===== config.mk =====
export PLATFORM = sky130hd
export DESIGN_NAME = lsu_mem_master
export DESIGN_NICKNAME = d
export VERILOG_FILES = /design/src/rtl/lsu_pkg.sv /design/src/rtl/lsu_align.sv /design/src/rtl/lsu_mem_master.sv
export SDC_FILE = /design/constraint.sdc
export NUM_CORES = 1
export LEC_CHECK = 0
export BUFFER_PORTS_ARGS = -buffer_cell sky130_fd_sc_hd__buf_2
export CORE_MARGIN = 1
export CORE_UTILIZATION = 60
export CTS_CLUSTER_SIZE = 28
export DETAILED_ROUTE_END_ITERATION = 8
export GPL_ROUTABILITY_DRIVEN = 0
export HOLD_SLACK_MARGIN = 0.12
export PLACE_DENSITY = 0.88
export SETUP_SLACK_MARGIN = 0.3
export SLEW_MARGIN = 20
export SYNTH_ARGS = -nofsm -noshare
export SYNTH_HDL_FRONTEND = slang
export SYNTH_HIERARCHICAL = 1
export SYNTH_SLANG_ARGS = --single-unit

===== constraint.sdc =====
create_clock -name clk -period 6.6 [get_ports clk]
set_input_delay 0.66 -clock clk [delete_from_list [all_inputs] [get_ports clk]]
set_output_delay 0.66 -clock clk [all_outputs]
set_load 0.05 [all_outputs]

===== src/rtl/lsu_pkg.sv =====
`default_nettype none
// ============================================================================
// Module : lsu_pkg
// Desc   : Op codes shared with the data memory, LSU FSM states, lane helpers.
// Rev    : 1.0  initial release
// ============================================================================
package lsu_pkg;

  typedef enum logic [2:0] {
    OP_LW  = 3'd0,
    OP_LH  = 3'd1,
    OP_LHU = 3'd2,
    OP_LB  = 3'd3,
    OP_LBU = 3'd4,
    OP_SB  = 3'd5,
    OP_SH  = 3'd6,
    OP_SW  = 3'd7
  } lsu_op_e;

  // ST_MISAL is a one-cycle slot so a rejected op answers two cycles after accept
  typedef enum logic [2:0] {
    ST_IDLE  = 3'd0,
    ST_MISAL = 3'd1,
    ST_REQ0  = 3'd2,
    ST_WAIT0 = 3'd3,
    ST_REQ1  = 3'd4,
    ST_WAIT1 = 3'd5,
    ST_RESP  = 3'd6
  } lsu_state_e;

  function automatic logic [3:0] size_mask(input lsu_op_e op);
    case (op)
      OP_LW, OP_SW:         size_mask = 4'b1111;
      OP_LH, OP_LHU, OP_SH: size_mask = 4'b0011;
      default:              size_mask = 4'b0001;
    endcase
  endfunction

  function automatic logic is_store(input lsu_op_e op);
    return (op == OP_SB) || (op == OP_SH) || (op == OP_SW);
  endfunction

  function automatic logic is_misaligned(input lsu_op_e op, input logic [1:0] off);
    case (op)
      OP_LW, OP_SW:         is_misaligned = (off != 2'b00);
      OP_LH, OP_LHU, OP_SH: is_misaligned = off[0];
      default:              is_misaligned = 1'b0;
    endcase
  endfunction

endpackage
`default_nettype wire


===== src/rtl/lsu_align.sv =====
`default_nettype none
// ============================================================================
// Module : lsu_align
// Desc   : Combinational lane logic: byte enables, store shift, load extract.
// Rev    : 1.0  initial release
// ============================================================================
module lsu_align
  import lsu_pkg::*;
(
  input  lsu_op_e     op,
  input  logic [1:0]  offset,
  input  logic [31:0] wdata,
  input  logic [31:0] rdata_lo,
  input  logic [31:0] rdata_hi,
  output logic [3:0]  be_lo,
  output logic [3:0]  be_hi,
  output logic        crosses,
  output logic [31:0] wdata_lo,
  output logic [31:0] wdata_hi,
  output logic [31:0] load_data
);

  logic [7:0]  be64;
  logic [63:0] wdata64;
  logic [63:0] rdata64;
  logic [5:0]  shamt;

  always_comb begin
    shamt   = {offset, 3'b000};
    be64    = {4'b0000, size_mask(op)} << offset;
    wdata64 = {32'd0, wdata} << shamt;
    rdata64 = {rdata_hi, rdata_lo} >> shamt;
    case (op)
      OP_LH:   load_data = {{16{rdata64[15]}}, rdata64[15:0]};
      OP_LHU:  load_data = {16'd0, rdata64[15:0]};
      OP_LB:   load_data = {{24{rdata64[7]}}, rdata64[7:0]};
      OP_LBU:  load_data = {24'd0, rdata64[7:0]};
      default: load_data = rdata64[31:0];
    endcase
  end

  assign be_lo    = be64[3:0];
  assign be_hi    = be64[7:4];
  assign crosses  = |be64[7:4];
  assign wdata_lo = wdata64[31:0];
  assign wdata_hi = wdata64[63:32];

endmodule
`default_nettype wire


===== src/rtl/lsu_mem_master.sv =====
`default_nettype none
// ============================================================================
// Module : lsu_mem_master
// Desc   : Single-outstanding load/store initiator to word-addressed memory.
//          LSU_MISALIGN_SPLIT_EN: allow misaligned ops, split word-crossers.
// Rev    : 1.0  initial release
// ============================================================================
module lsu_mem_master
  import lsu_pkg::*;
#(
  parameter int ADDR_W      = 32,
  parameter int TIMEOUT_CYC = 255
) (
  input  logic              clk,
  input  logic              rst,
  input  logic              core_valid,
  output logic              core_ready,
  input  logic [2:0]        core_op,
  input  logic [ADDR_W-1:0] core_addr,
  input  logic [31:0]       core_wdata,
  output logic              rsp_valid,
  output logic [31:0]       rsp_rdata,
  output logic              rsp_err,
  output logic              mem_req,
  input  logic              mem_gnt,
  output logic              mem_we,
  output logic [3:0]        mem_be,
  output logic [ADDR_W-1:0] mem_addr,
  output logic [31:0]       mem_wdata,
  input  logic              mem_rvalid,
  input  logic [31:0]       mem_rdata
);

  localparam int CNT_W = (TIMEOUT_CYC > 1) ? $clog2(TIMEOUT_CYC + 1) : 1;

  lsu_state_e        state_q, state_d;
  lsu_op_e           op_q, op_d;
  logic [ADDR_W-1:0] addr_q, addr_d;
  logic [31:0]       wdata_q, wdata_d;
  logic [31:0]       rdata0_q, rdata0_d;
  logic [31:0]       rdata1_q, rdata1_d;
  logic              err_q, err_d;
  logic [CNT_W-1:0]  cnt_q, cnt_d;

  logic [3:0]  be_lo, be_hi;
  logic        crosses, misaligned, timed_out, in_req, beat1, store;
  logic [31:0] wdata_lo, wdata_hi, load_data;

  lsu_align u_align (
    .op        (op_q),
    .offset    (addr_q[1:0]),
    .wdata     (wdata_q),
    .rdata_lo  (rdata0_q),
    .rdata_hi  (rdata1_q),
    .be_lo     (be_lo),
    .be_hi     (be_hi),
    .crosses   (crosses),
    .wdata_lo  (wdata_lo),
    .wdata_hi  (wdata_hi),
    .load_data (load_data)
  );

`ifdef LSU_MISALIGN_SPLIT_EN
  assign misaligned = 1'b0;
`else
  assign misaligned = is_misaligned(lsu_op_e'(core_op), core_addr[1:0]);
`endif

  assign timed_out = (TIMEOUT_CYC != 0) && (32'(cnt_q) == 32'(TIMEOUT_CYC - 1));

  always_comb begin
    state_d  = state_q;
    op_d     = op_q;
    addr_d   = addr_q;
    wdata_d  = wdata_q;
    rdata0_d = rdata0_q;
    rdata1_d = rdata1_q;
    err_d    = err_q;
    cnt_d    = cnt_q + CNT_W'(1);
    case (state_q)
      ST_IDLE: begin
        if (core_valid) begin
          op_d     = lsu_op_e'(core_op);
          addr_d   = core_addr;
          wdata_d  = core_wdata;
          rdata0_d = '0;
          rdata1_d = '0;
          err_d    = misaligned;
          cnt_d    = '0;
          state_d  = misaligned ? ST_MISAL : ST_REQ0;
        end
      end
      ST_MISAL: state_d = ST_RESP;
      ST_REQ0, ST_REQ1: begin
        if (mem_gnt) begin
          cnt_d   = '0;
          state_d = (state_q == ST_REQ0) ? ST_WAIT0 : ST_WAIT1;
        end else if (timed_out) begin
          err_d   = 1'b1;
          state_d = ST_RESP;
        end
      end
      ST_WAIT0: begin
        if (mem_rvalid) begin
          rdata0_d = mem_rdata;
          cnt_d    = '0;
          // Aligned ops never cross, so REQ1 is only reachable in split builds
          state_d  = crosses ? ST_REQ1 : ST_RESP;
        end else if (timed_out) begin
          err_d   = 1'b1;
          state_d = ST_RESP;
        end
      end
      ST_WAIT1: begin
        if (mem_rvalid) begin
          rdata1_d = mem_rdata;
          state_d  = ST_RESP;
        end else if (timed_out) begin
          err_d   = 1'b1;
          state_d = ST_RESP;
        end
      end
      ST_RESP: state_d = ST_IDLE;
      default: state_d = ST_IDLE;
    endcase
  end

  always_ff @(posedge clk) begin
    if (rst) begin
      state_q  <= ST_IDLE;
      op_q     <= OP_LW;
      addr_q   <= '0;
      wdata_q  <= '0;
      rdata0_q <= '0;
      rdata1_q <= '0;
      err_q    <= 1'b0;
      cnt_q    <= '0;
    end else begin
      state_q  <= state_d;
      op_q     <= op_d;
      addr_q   <= addr_d;
      wdata_q  <= wdata_d;
      rdata0_q <= rdata0_d;
      rdata1_q <= rdata1_d;
      err_q    <= err_d;
      cnt_q    <= cnt_d;
    end
  end

  // Outputs are gated by rst so everything reads 0 while reset is held
  assign in_req = ((state_q == ST_REQ0) || (state_q == ST_REQ1)) && !rst;
  assign beat1  = (state_q == ST_REQ1);
  assign store  = is_store(op_q);

  assign core_ready = (state_q == ST_IDLE) && !rst;
  assign mem_req    = in_req;
  assign mem_we     = in_req && store;
  assign mem_be     = in_req ? (beat1 ? be_hi : be_lo) : 4'b0000;
  assign mem_addr   = in_req ? {addr_q[ADDR_W-1:2] + {{(ADDR_W-3){1'b0}}, beat1}, 2'b00}
                             : '0;
  assign mem_wdata  = (in_req && store) ? (beat1 ? wdata_hi : wdata_lo) : 32'd0;

  assign rsp_valid  = (state_q == ST_RESP) && !rst;
  assign rsp_err    = rsp_valid && err_q;
  assign rsp_rdata  = (rsp_valid && !err_q && !store) ? load_data : 32'd0;

endmodule
`default_nettype wire

==> metrics.cfg <==
[run_status]
status=completed

[timing]
rsz0062_at_grt=no
relSlewSlack_pct=24.1
fin_ws_ps=1920
tns_ps=0
finalHoldViolCount=0
fin_worst_skew_ps=6.14
finalMaxSlewViolations=0
setup_viol=0
post-route-period-util_pct=70.9
period_minus_slack_ps=4680
max_freq_mhz=214
worst_slew_pin_slew_ps=1140

[place]
dpl.hpwl_um=17300
placedCellCount=1513
dp_slack_ps=2480
portBuffers=206

[die]
die_h_um=123
initial_utilization_pct=62.4
die_area_um2=15100
fp.coreArea_um2=14100
die_w_um=123
io_pins=209
fp-row-count=43

[global_route]
grt_pass1_vias=8080
grt_start_max_net_pins=99
grt_use_total_pct=34.4
grt_pass1_wl_um=40600
grt.overflow.total=0
antenna_found_initial=3

[yosys]
netlist_instances=1228
yosys_warnings=6
synth_area_um2=8790
syn_avg_cell_area_um2=7.16

[routing]
vias_per_cell=6.11
ant_nets=0
vias=9447
remaining_drc_errors=0
wl_per_cell_um=17.1
wl_um=26500
drtIter0Drc=1092
dr.pass1.iters=6

[worst_setup_path]
cp.buffers_inverters=2
slowest_stage=dfxtp_1
path_cells=nand2_2 > inv_1 > ha_1 > ha_1 > and2_1 > nand4_1 > or4_1 > a21oi_1 > buf_2
crit_family=simple AND/OR/NAND/NOR gates
cp_data_required_time_ps=5940
setup.worst_path.end_class=primary output
critPathKind=flop to primary output
critical_path.most_common_cell=ha_1
path_max_fanout=37
start_kind=flop
cp.arrival_ps=4020
cpPeakStageDelay_ps=700
r2r_slack_ps=3610

[clocking]
cts_tree=built
clock_sinks=135
ctsHoldBuffers=0
clk_pin_slew_ps=60
cts-root-buf=clkbuf_16
cts_setup_buffers=0
cts_buffers=17
clk_latency_ps=420
clk_path_buf_depth=2
h-tree-depth=4
cts-resized-gates=0

[pwr]
combPwrFrac_pct=37.3
power_frac_clock_pct=27.4
p_int_mw=1.84
p_leak_nw=4.02
powerDensity_nw_per_um2=315
power_mw=3.21
sw_frac_of_total_pct=42.7
peakVddDrop_v=0.000307
pwr-share-seq_pct=35.3
p_sw_mw=1.37

[finish]
fillCellCount=1163
area_delta_synth_final_pct=15.9
post_layout_nonfiller_instances=1546
finalNetCount=1461
drive_gt1_share_pct=21.7

[min_path]
min_path_type=flop to flop

[run]
maxCapViolCount=0

==> cell usage in the layout, fill, tap and decap left out, types with 5 or more instances in the layout <==
cell type / instances
inv_1: 18
a211oi_1: 8
and3_1: 12
nor2_1: 47
a21o_1: 5
mux2_2: 23
o32ai_1: 7
mux2i_1: 42
mux4_2: 12
xor2_1: 9
nor2b_1: 20
o22ai_1: 12
a22o_1: 8
buf_2: 205
xnor2_1: 8
dfxtp_1: 133
and2_1: 43
clkbuf_16: 18
o31ai_1: 11
clkbuf_8: 5
o21ai_0: 32
a21oi_1: 192
conb_1: 11
nand2_1: 294
or3_1: 7
or4_1: 12
nand4_1: 14
buf_4: 12
nand3_1: 73
==> stage by stage <==
stage	area [um2]	hold slack [ps]	util [%]
floorplan	8830	429	-
global placement	9620	436	68.2
detailed placement	9620	443	68.2
CTS	10200	450	72.1
global route	10200	466	72.3
finish	10200	454	72.3
==> power groups by stage <==
stage / Clock, mW / Sequential [mW] / Combinational, mW
floorplan: 0 / 1.03 / 0.995
global placement: 0 / 1.15 / 1.12
detailed placement: 0 / 1.16 / 1.13
CTS: 0.881 / 1.14 / 1.15
global route: 0.921 / 1.15 / 1.29
finish: 0.880 / 1.13 / 1.20
==> routing by layer <==
metal / wire length [um] / vias up / part of all wire, % / global-route usage [%]
li1: - / 4482 / - / -
met1: 11000 / 4327 / 42 / 47.9
met2: 11800 / 581 / 45 / 51.1
met3: 3120 / 57 / 12 / 8.90
met4: 539 / 0 / 2.0 / 12.8
met5: 0 / - / 0 / 0
==> state kept, by name, summed over array words and instances, names as in the netlist <==
register,flops
addr_q,32
cnt_q,8
err_q,1
op_q,3
rdata0_q,32
rdata1_q,24
state_q,3
wdata_q,32
==> cell type report <==
class / count / area (um2) / share of cell area, %
multi-input combinational: 962 / 5500 / 53.9
sequential: 135 / 2710 / 26.6
timing repair buffer: 218 / 1140 / 11.1
clock buffer: 27 / 534 / 5.24
tap: 180 / 225 / 2.21
inverter: 19 / 71.3 / 0.700
clock inverter: 2 / 12.5 / 0.123
antenna: 3 / 7.51 / 0.0736
==> final timing paths <==
kind	endpoint	start	cells after the start
worst min register to register	rdata0_q[14]	rdata0_q[14]	2
worst max-delay path	mem_addr[22]	state_q[2]	9
worst min-delay path	rdata0_q[14]	rdata0_q[14]	2
worst max register to register	rdata1_q[11]	state_q[2]	4
==> worst min-delay path, cell delays in order (launching register included) <==
cell	delay [ps]
dfxtp_1	310
nand2_1	50
a21oi_1	50
(Power assumes the default switching activity.)
